--- src/rtl/status_tx_if.sv ---
// Status packet request/serial-output bundle between the telemetry
// top level (master) and the status packet transmitter (slave).
interface status_tx_if;
    logic        send;
    logic        pwr_up;
    logic        rider_off;
    logic        batt_low;
    logic [11:0] weight;
    logic        TX;
    logic        busy;
    logic        done;

    modport master (
        output send, pwr_up, rider_off, batt_low, weight,
        input  TX, busy, done
    );

    modport slave (
        input  send, pwr_up, rider_off, batt_low, weight,
        output TX, busy, done
    );
endinterface

--- src/rtl/status_tx.sv ---
// Status packet UART transmitter: sequences A5/status/wt_hi/wt_lo/chk
// and serializes each byte as 8N1 at CLK_FREQ_HZ/BAUD_RATE clocks per bit.
module status_tx #(
    parameter int CLK_FREQ_HZ = 50_000_000,
    parameter int BAUD_RATE   = 9600
) (
    input  logic  clk,
    input  logic  rst,
    status_tx_if.slave bus
);

    localparam int BAUD_DIV = CLK_FREQ_HZ / BAUD_RATE;
    localparam int CW       = (BAUD_DIV > 2) ? $clog2(BAUD_DIV) : 1;
    localparam logic [CW-1:0] BAUD_LAST = CW'(BAUD_DIV - 1);

    typedef enum logic [1:0] {
        S_IDLE,
        S_START,
        S_DATA,
        S_STOP
    } state_t;

    state_t        r_state;
    logic          r_tx;
    logic          r_busy;
    logic          r_done;
    logic [2:0]    r_idx;
    logic [CW-1:0] r_baud;
    logic [2:0]    r_bit;
    logic [7:0]    r_shift;
    logic [7:0]    r_status;
    logic [7:0]    r_wt_hi;
    logic [7:0]    r_wt_lo;

    logic          w_tick;
    logic [7:0]    w_chk;
    logic [7:0]    w_next_byte;

    assign w_tick = (r_baud == BAUD_LAST);
    assign w_chk  = ~(r_status + r_wt_hi + r_wt_lo);

    // Byte that follows the one currently being sent (header comes from accept).
    always_comb begin
        w_next_byte = 8'hA5;
        case (r_idx)
            3'd0:    w_next_byte = r_status;
            3'd1:    w_next_byte = r_wt_hi;
            3'd2:    w_next_byte = r_wt_lo;
            3'd3:    w_next_byte = w_chk;
            default: w_next_byte = 8'hA5;
        endcase
    end

    // Packet sequencer and bit serializer with registered TX/busy/done.
    always_ff @(posedge clk) begin
        if (rst) begin
            r_state  <= S_IDLE;
            r_tx     <= 1'b1;
            r_busy   <= 1'b0;
            r_done   <= 1'b0;
            r_idx    <= 3'd0;
            r_baud   <= '0;
            r_bit    <= 3'd0;
            r_shift  <= 8'hFF;
            r_status <= 8'h00;
            r_wt_hi  <= 8'h00;
            r_wt_lo  <= 8'h00;
        end else begin
            r_done <= 1'b0;
            if (r_state != S_IDLE) begin
                r_baud <= w_tick ? '0 : r_baud + CW'(1);
            end
            unique case (r_state)
                S_IDLE: begin
                    r_tx   <= 1'b1;
                    r_baud <= '0;
                    r_idx  <= 3'd0;
                    r_bit  <= 3'd0;
                    if (bus.send) begin
                        r_busy   <= 1'b1;
                        r_status <= {5'b0, bus.batt_low,
                                     bus.rider_off, bus.pwr_up};
                        r_wt_hi  <= {4'b0, bus.weight[11:8]};
                        r_wt_lo  <= bus.weight[7:0];
                        r_shift  <= 8'hA5;
                        r_tx     <= 1'b0;
                        r_state  <= S_START;
                    end
                end
                S_START: begin
                    if (w_tick) begin
                        r_tx    <= r_shift[0];
                        r_bit   <= 3'd0;
                        r_state <= S_DATA;
                    end
                end
                S_DATA: begin
                    if (w_tick) begin
                        if (r_bit == 3'd7) begin
                            r_tx    <= 1'b1;
                            r_state <= S_STOP;
                        end else begin
                            r_tx    <= r_shift[1];
                            r_shift <= {1'b0, r_shift[7:1]};
                            r_bit   <= r_bit + 3'd1;
                        end
                    end
                end
                S_STOP: begin
                    if (w_tick) begin
                        if (r_idx < 3'd4) begin
                            r_idx   <= r_idx + 3'd1;
                            r_shift <= w_next_byte;
                            r_tx    <= 1'b0;
                            r_state <= S_START;
                        end else begin
                            r_busy  <= 1'b0;
                            r_done  <= 1'b1;
                            r_state <= S_IDLE;
                        end
                    end
                end
                default: r_state <= S_IDLE;
            endcase
        end
    end

    assign bus.TX   = r_tx;
    assign bus.busy = r_busy;
    assign bus.done = r_done;

endmodule

--- src/flat_wrapper.sv ---
// flat-port wrapper written by rule: the top's interface ports become plain ports
module status_tx_flat 
#(
    parameter int CLK_FREQ_HZ = 50_000_000,
    parameter int BAUD_RATE   = 9600
)
  (clk, rst, bus_send, bus_pwr_up, bus_rider_off, bus_batt_low, bus_weight, bus_TX, bus_busy, bus_done);
  status_tx_if bus_i ();
  input  logic clk;
  input  logic rst;
  input wire logic [$bits(bus_i.send)-1:0] bus_send;
  input wire logic [$bits(bus_i.pwr_up)-1:0] bus_pwr_up;
  input wire logic [$bits(bus_i.rider_off)-1:0] bus_rider_off;
  input wire logic [$bits(bus_i.batt_low)-1:0] bus_batt_low;
  input wire logic [$bits(bus_i.weight)-1:0] bus_weight;
  output wire logic [$bits(bus_i.TX)-1:0] bus_TX;
  output wire logic [$bits(bus_i.busy)-1:0] bus_busy;
  output wire logic [$bits(bus_i.done)-1:0] bus_done;
  assign bus_i.send = bus_send;
  assign bus_i.pwr_up = bus_pwr_up;
  assign bus_i.rider_off = bus_rider_off;
  assign bus_i.batt_low = bus_batt_low;
  assign bus_i.weight = bus_weight;
  assign bus_TX = bus_i.TX;
  assign bus_busy = bus_i.busy;
  assign bus_done = bus_i.done;
  status_tx #(.CLK_FREQ_HZ(CLK_FREQ_HZ), .BAUD_RATE(BAUD_RATE)) u_core (.clk(clk), .rst(rst), .bus(bus_i));
endmodule
--- config.mk ---
export PLATFORM = sky130hd
export DESIGN_NAME = status_tx_flat
export DESIGN_NICKNAME = d
export VERILOG_FILES = /design/src/rtl/status_tx_if.sv /design/src/rtl/status_tx.sv /design/src/flat_wrapper.sv
export SDC_FILE = /design/constraint.sdc
export NUM_CORES = 1
export LEC_CHECK = 0
export ABC_AREA = 0
export BUFFER_PORTS_ARGS = -buffer_cell sky130_fd_sc_hd__clkbuf_2
export CELL_PAD_IN_SITES_DETAIL_PLACEMENT = 1
export CELL_PAD_IN_SITES_GLOBAL_PLACEMENT = 1
export CORE_ASPECT_RATIO = 0.7
export CORE_MARGIN = 3
export CORE_UTILIZATION = 41
export DETAILED_ROUTE_END_ITERATION = 16
export MAX_ROUTING_LAYER = met4
export PLACE_DENSITY = 0.79
export SYNTH_ARGS = -nofsm -noshare
export SYNTH_HDL_FRONTEND = slang
export SYNTH_SLANG_ARGS = --single-unit
--- constraint.sdc ---
create_clock -name clk -period 2.3 [get_ports clk]
set_clock_uncertainty 0.1 [all_clocks]
set_input_delay 0.46 -clock clk [delete_from_list [all_inputs] [get_ports clk]]
set_output_delay 0.46 -clock clk [all_outputs]
set_load 0.005 [all_outputs]
==> flow_metrics.tcl, run 1 <==
set metrics [dict create \
    min_path_cells 3 \
    synth_cell_types 50 \
    synth_fa_ha_area_share_pct 11.5 \
    tightest_slew_ps 578 \
    worstHoldPathType "input port to flip-flop" \
    yosysMostFrequentCell "nand2_1" \
    postPlaceCellArea_um2 3030 \
    grt_pass1_wl_mm 12.7 \
    dieArea_um2 7750 \
    grt_pass1_vias 2493 \
    power_density_nw_per_um2 921 \
    worst-endpoint-arrival_ps 2540 \
    track_usage_pct 21.2 \
    core_um2 6370 \
    antenna_left 0 \
    crit_type "flip-flop to flip-flop" \
    rsz0062_at_grt "yes" \
    cts_root_buffer "clkbuf_8" \
    synth_area_leaders "dfxtp_1 34%, ha_1 10%, nand2_1 6.7%" \
    synth_area_leader_cell "dfxtp_1" \
    ys.flop_type "dfxtp_1" \
    final-hold-violation-count 0 \
    overflow 0 \
    max-cap-violations 0 \
    syn_area_um2 2750 \
    synthArstFlopShare_pct 0 \
    relSlewSlack_pct 61.4 \
    syn2layout_area_growth_pct 19.5 \
    initial_core_util_pct 43.2 \
    cp.required_ps 2460 \
    p_total_uw 3030 \
    syn_avg_cell_area_um2 8.39 \
    setup_ws_ps -80.0 \
    routed_wl_mm 7.69 \
    wire_per_inst_um 17.1 \
    max_freq_ghz 0.420 \
    violations "setup timing" \
    synth-xor-area-share_pct 4.14 \
    layout-drive-gt1-share_pct 22.5 \
    gp_congestion 0.886 \
    min_period_ps 2380 \
    cts.sinks 47 \
    ioPinCount 21 \
    numPortBuffers 20 \
    drc 0 \
    synth_edf_count 0 \
    ys.warnings.count 0 \
    netlist_top_cells_count "49 x nand2_1, 47 x dfxtp_1, 37 x nor2_1, 36 x a21oi_1, 22 x ha_1" \
    die_h_um 74.6 \
    grt_max_degree 22 \
    nNetsFinal 401 \
    peakVddDrop_mv 0.439 \
    synthSimpleGateAreaFrac_pct 22.2 \
    clkTransAtPathRegs_ps 100 \
    period_share_pct 103 \
    dr.pass1.iters 4 \
    final_area_um2 3290 \
    synth_top_family_by_area "simple AND/OR/NAND/NOR gates" \
    antenna_found_initial 0 \
    endpoint_kind "flip-flop" \
    status "complete, but fails checks" \
    synth-seq-cells 47 \
    rows 24 \
    synth.area.mux_share_pct 2.91 \
    path_max_fanout 2 \
    insertion_delay_ps 320 \
    final_max_slew_viol_count 0 \
    reg2regPathDepth 8 \
    critPathLaunchType "flip-flop" \
    syn_nets 370 \
    vias 2474 \
    synth_top_area_share_pct 34.2 \
    htree_num_levels 2 \
    fillers 791 \
    synth_compound_area_share_pct 20.9 \
    vias_per_cell 5.49 \
    antenna_cells 0 \
    dpl.hpwl_mm 5.62 \
    postCtsHoldBufs 0 \
    netlist_instances 328 \
    setup_viol_count_final 6 \
    cts_tree "done" \
    die_w_um 104 \
    power_leakage_uw 0.00130 \
    initialDrtViolationCount 161 \
    cts_buffers 5 \
    ys_seq_area_share_pct 34.2 \
    cts.path.max_buffers 2 \
]
## state kept, by name (all words and copies together) (netlist names)
signal           flops
u_core.bus.TX        1
u_core.bus.busy      1
u_core.bus.done      1
u_core.r_baud       13
u_core.r_bit         3
u_core.r_idx         3
u_core.r_shift       8
u_core.r_state       2
u_core.r_status      3
u_core.r_wt_hi       4
u_core.r_wt_lo       8
## where the power goes
part / leakage, uW / switching (uW) / internal [uW] / total [uW]
sequential: 0.000386 / 147 / 957 / 1100
combinational: 0.000859 / 728 / 545 / 1270
clock: 0.0000587 / 324 / 330 / 654
total: 0.00130 / 1200 / 1830 / 3030
## critical path: stages, from the launching register on
cell	delay (ps)
dfxtp_4	380
buf_12	120
fa_2	550
ha_1	250
a21o_1	170
a211oi_1	280
o21ai_2	110
a211oi_2	230
a211o_1	130
## layout make-up
class	instances	area, um^2	share of cell area (%)
inverters	10	37.5	1.14
flip-flops and latches	47	951	28.9
clock inverters	3	47.5	1.45
multi-input cells	255	1800	54.7
well taps	91	114	3.46
repair buffers	40	270	8.22
clock buffers	5	68.8	2.09
## layer usage
layer | wire (um) | global-route usage [%] | vias to the layer above
met5 | 0 | - | -
met4 | 87 | 5.16 | 0
met3 | 293 | 3.38 | 9
met2 | 3340 | 32.3 | 52
met1 | 3970 | 29.6 | 1199
li1 | - | - | 1214
## final timing paths
check | startpoint | to | slack, ps
hold reg to reg | u_core.r_baud[0]$_SDFFE_PP0N_ | u_core.r_baud[0]$_SDFFE_PP0N_ | 370
setup / recovery | u_core.r_wt_hi[1]$_SDFFE_PP0P_ | u_core.r_shift[3]$_SDFFE_PP1P_ | -80
hold / removal | bus_weight[1] | u_core.r_wt_lo[1]$_SDFFE_PP0P_ | 260
setup reg to reg | u_core.r_wt_hi[1]$_SDFFE_PP0P_ | u_core.r_shift[3]$_SDFFE_PP1P_ | -80
## kinds of logic (layout without fill, tap and decap cells)
group,after synthesis,in the layout
simple gates,123,123
compound gates,87,87
flops,47,47
buf+inv,26,58
fa+ha+maj,24,24
xor+xnor,13,13
mux,8,8
## what timing repair did
action | in CTS | in global routing
resized for setup | 17 | 11
setup buffers | 2 | 1
endpoints found under the setup margin | 7 | 7
pin swaps | 13 | 16
## cells in the final DEF (no fill, tap or decap), types with 4 or more instances in the layout
cell type / n
a21oi_1: 34
xor2_1: 5
o21ai_1: 6
and3_1: 5
nor2_1: 36
a211oi_2: 4
xnor2_1: 6
nand3_1: 6
nor3_1: 4
mux2i_1: 8
buf_4: 17
o21ai_0: 10
clkbuf_8: 5
ha_1: 18
inv_1: 10
dfxtp_1: 43
clkbuf_2: 20
nand2_1: 49
## metrics by stage
step	setup TNS, ps	hold slack (ps)	utilization [%]	setup slack, ps	cells
4_1_cts	-648	259	50.7	-144	450
5_1_grt	-999	264	51.7	-199	451
6_report	-311	259	51.7	-80.0	451
3_3_place_gp	-500	327	47.7	-127	440
3_5_place_dp	-990	343	47.7	-206	440
2_1_floorplan	-14.1	318	-	-14.1	328
No activity file was read; power rests on OpenSTA's default activity.
==> inputs of run 2 (changes only) <==
==> constraint.sdc (replaced) <==
create_clock -name clk -period 2.3 [get_ports clk]
set_clock_uncertainty 0.1 [all_clocks]
set_input_delay 0.23 -clock clk [delete_from_list [all_inputs] [get_ports clk]]
set_output_delay 0.23 -clock clk [all_outputs]
set_load 0.005 [all_outputs]
==> flow_metrics.tcl, run 2 (synthesized netlist as in run 1, its figures left out) <==
set metrics [dict create \
    grt_pass1_vias 2641 \
    clkTransAtPathRegs_ps 100 \
    setup_viol_count_final 7 \
    final_max_slew_viol_count 0 \
    stdcell_count 454 \
    tns_ps -926 \
    placed_cells 439 \
    cts.sinks 47 \
    antenna_found_initial 0 \
    endpoint_kind "flip-flop" \
    crit_family "adder cells" \
    critPathSlowestCell "fa_2" \
    min_period_ps 2510 \
    antenna_left 0 \
    peakVddDrop_mv 0.450 \
    reg_top3 "u_core.r_baud: 13 flops, u_core.r_shift: 8 flops, u_core.r_wt_lo: 8 flops" \
    die_h_um 74.6 \
    multi_input_area_um2 1870 \
    fillers 787 \
    dpl.hpwl_mm 5.72 \
    setup_ws_ps -210 \
    grt_max_degree 22 \
    rsz0062_at_grt "yes" \
    cts_tree "done" \
    die_w_um 104 \
    status "complete, but fails checks" \
    cp.required_ps 2400 \
    worstHoldPathType "input port to flip-flop" \
    worst-endpoint-arrival_ps 2610 \
    cts_buffers 5 \
    relSlewSlack_pct 62.1 \
    overflow 0 \
    syn2layout_area_growth_pct 22.3 \
    period_share_pct 109 \
    register_area_um2 950 \
    final-hold-violation-count 0 \
    worstPathCellList "ha_4 > fa_2 > a21oi_2 > nor2b_1 > ha_1 > o211a_1 > nand3_1 > mux2i_1 > o32ai_1 > o21ai_1" \
    tightest_slew_ps 566 \
    power_density_nw_per_um2 938 \
    slowest_delay_ps 390 \
    postCtsHoldBufs 0 \
    path_max_fanout 3 \
    core_um2 6370 \
    max_freq_ghz 0.398 \
    vias_per_cell 5.61 \
    largest_reg_flops 13 \
    gp_congestion 0.873 \
    cts.path.max_buffers 2 \
    nNetsFinal 404 \
    rows 24 \
    wire_per_inst_um 18.7 \
    critPathLaunchType "flip-flop" \
    htree_num_levels 2 \
    numPortBuffers 20 \
    violations "setup timing" \
    critical_path_buf_inv_count 0 \
    grt_pass1_wl_mm 13.5 \
    routed_wl_mm 8.51 \
    antenna_cells 0 \
    layout_commonest_cell "nand2_1" \
    drc 0 \
    top_register "u_core.r_baud" \
    dieArea_um2 7750 \
    crit_type "flip-flop to flip-flop" \
    layout-drive-gt1-share_pct 25.3 \
    power_leakage_uw 0.00132 \
    initial_core_util_pct 43.2 \
    dr.pass1.iters 4 \
    cts_root_buffer "clkbuf_8" \
    postPlaceCellArea_um2 3030 \
    vias 2548 \
    whs_ps 27.4 \
    max-cap-violations 0 \
    track_usage_pct 22.7 \
    insertion_delay_ps 310 \
    final_cell_mix "49 x nand2_1, 42 x dfxtp_1, 35 x nor2_1" \
    ioPinCount 21 \
    initialDrtViolationCount 211 \
    final_area_um2 3370 \
]
## run 2: path summary, 6_finish.rpt
| check | start | end | slack, ps | depth (start not counted) |
|---|---|---|---|---|
| min | bus_weight[1] | u_core.r_wt_lo[1]$_SDFFE_PP0P_ | 30 | 3 |
| max | u_core.r_wt_hi[0]$_SDFFE_PP0P_ | u_core.r_shift[7]$_SDFFE_PP1P_ | -210 | 10 |
| min reg2reg | u_core.r_baud[0]$_SDFFE_PP0N_ | u_core.r_baud[0]$_SDFFE_PP0N_ | 360 | 1 |
| max reg2reg | u_core.r_wt_hi[0]$_SDFFE_PP0P_ | u_core.r_shift[7]$_SDFFE_PP1P_ | -210 | 10 |
## run 2: metal layers
layer,vias to the layer above,GRT usage (%),routed length (um)
met4,0,6.34,165
met3,17,3.99,365
met1,1252,29.8,4050
met2,59,36.4,3920
met5,-,-,0
li1,1220,-,-
## run 2: tightest hold or removal path, stage by stage
cell and delay [ps]:
clkbuf_2 80, nand2_1 40, a21oi_1 50
## run 2: per-stage QoR
step / setup slack, ps / power [uW] / util (%)
2_1_floorplan: -14.1 / 1930 / -
3_3_place_gp: -127 / 2210 / 47.5
3_5_place_dp: -165 / 2260 / 47.5
4_1_cts: -150 / 3010 / 51.1
5_1_grt: -364 / 3350 / 52.9
6_report: -210 / 3160 / 52.9
## run 2: final cells by class
class	instances	area share, %
sequential	47	28.2
timing repair buffer	43	8.33
multi-input combinational	255	55.5
clock inverter	3	1.41
clock buffer	5	2.04
tap	91	3.38
inverter	10	1.12
## run 2: timing repair
action / 4_1_cts / 5_1_grt
buffers inserted: 6 / 1
pin swaps: 17 / 25
gates resized for setup: 19 / 23
setup endpoints to repair: 7 / 10
## run 2: power by group
group	total (uW)	switching [uW]	internal (uW)
logic	1380	788	596
registers	1120	159	958
clock network	657	327	330
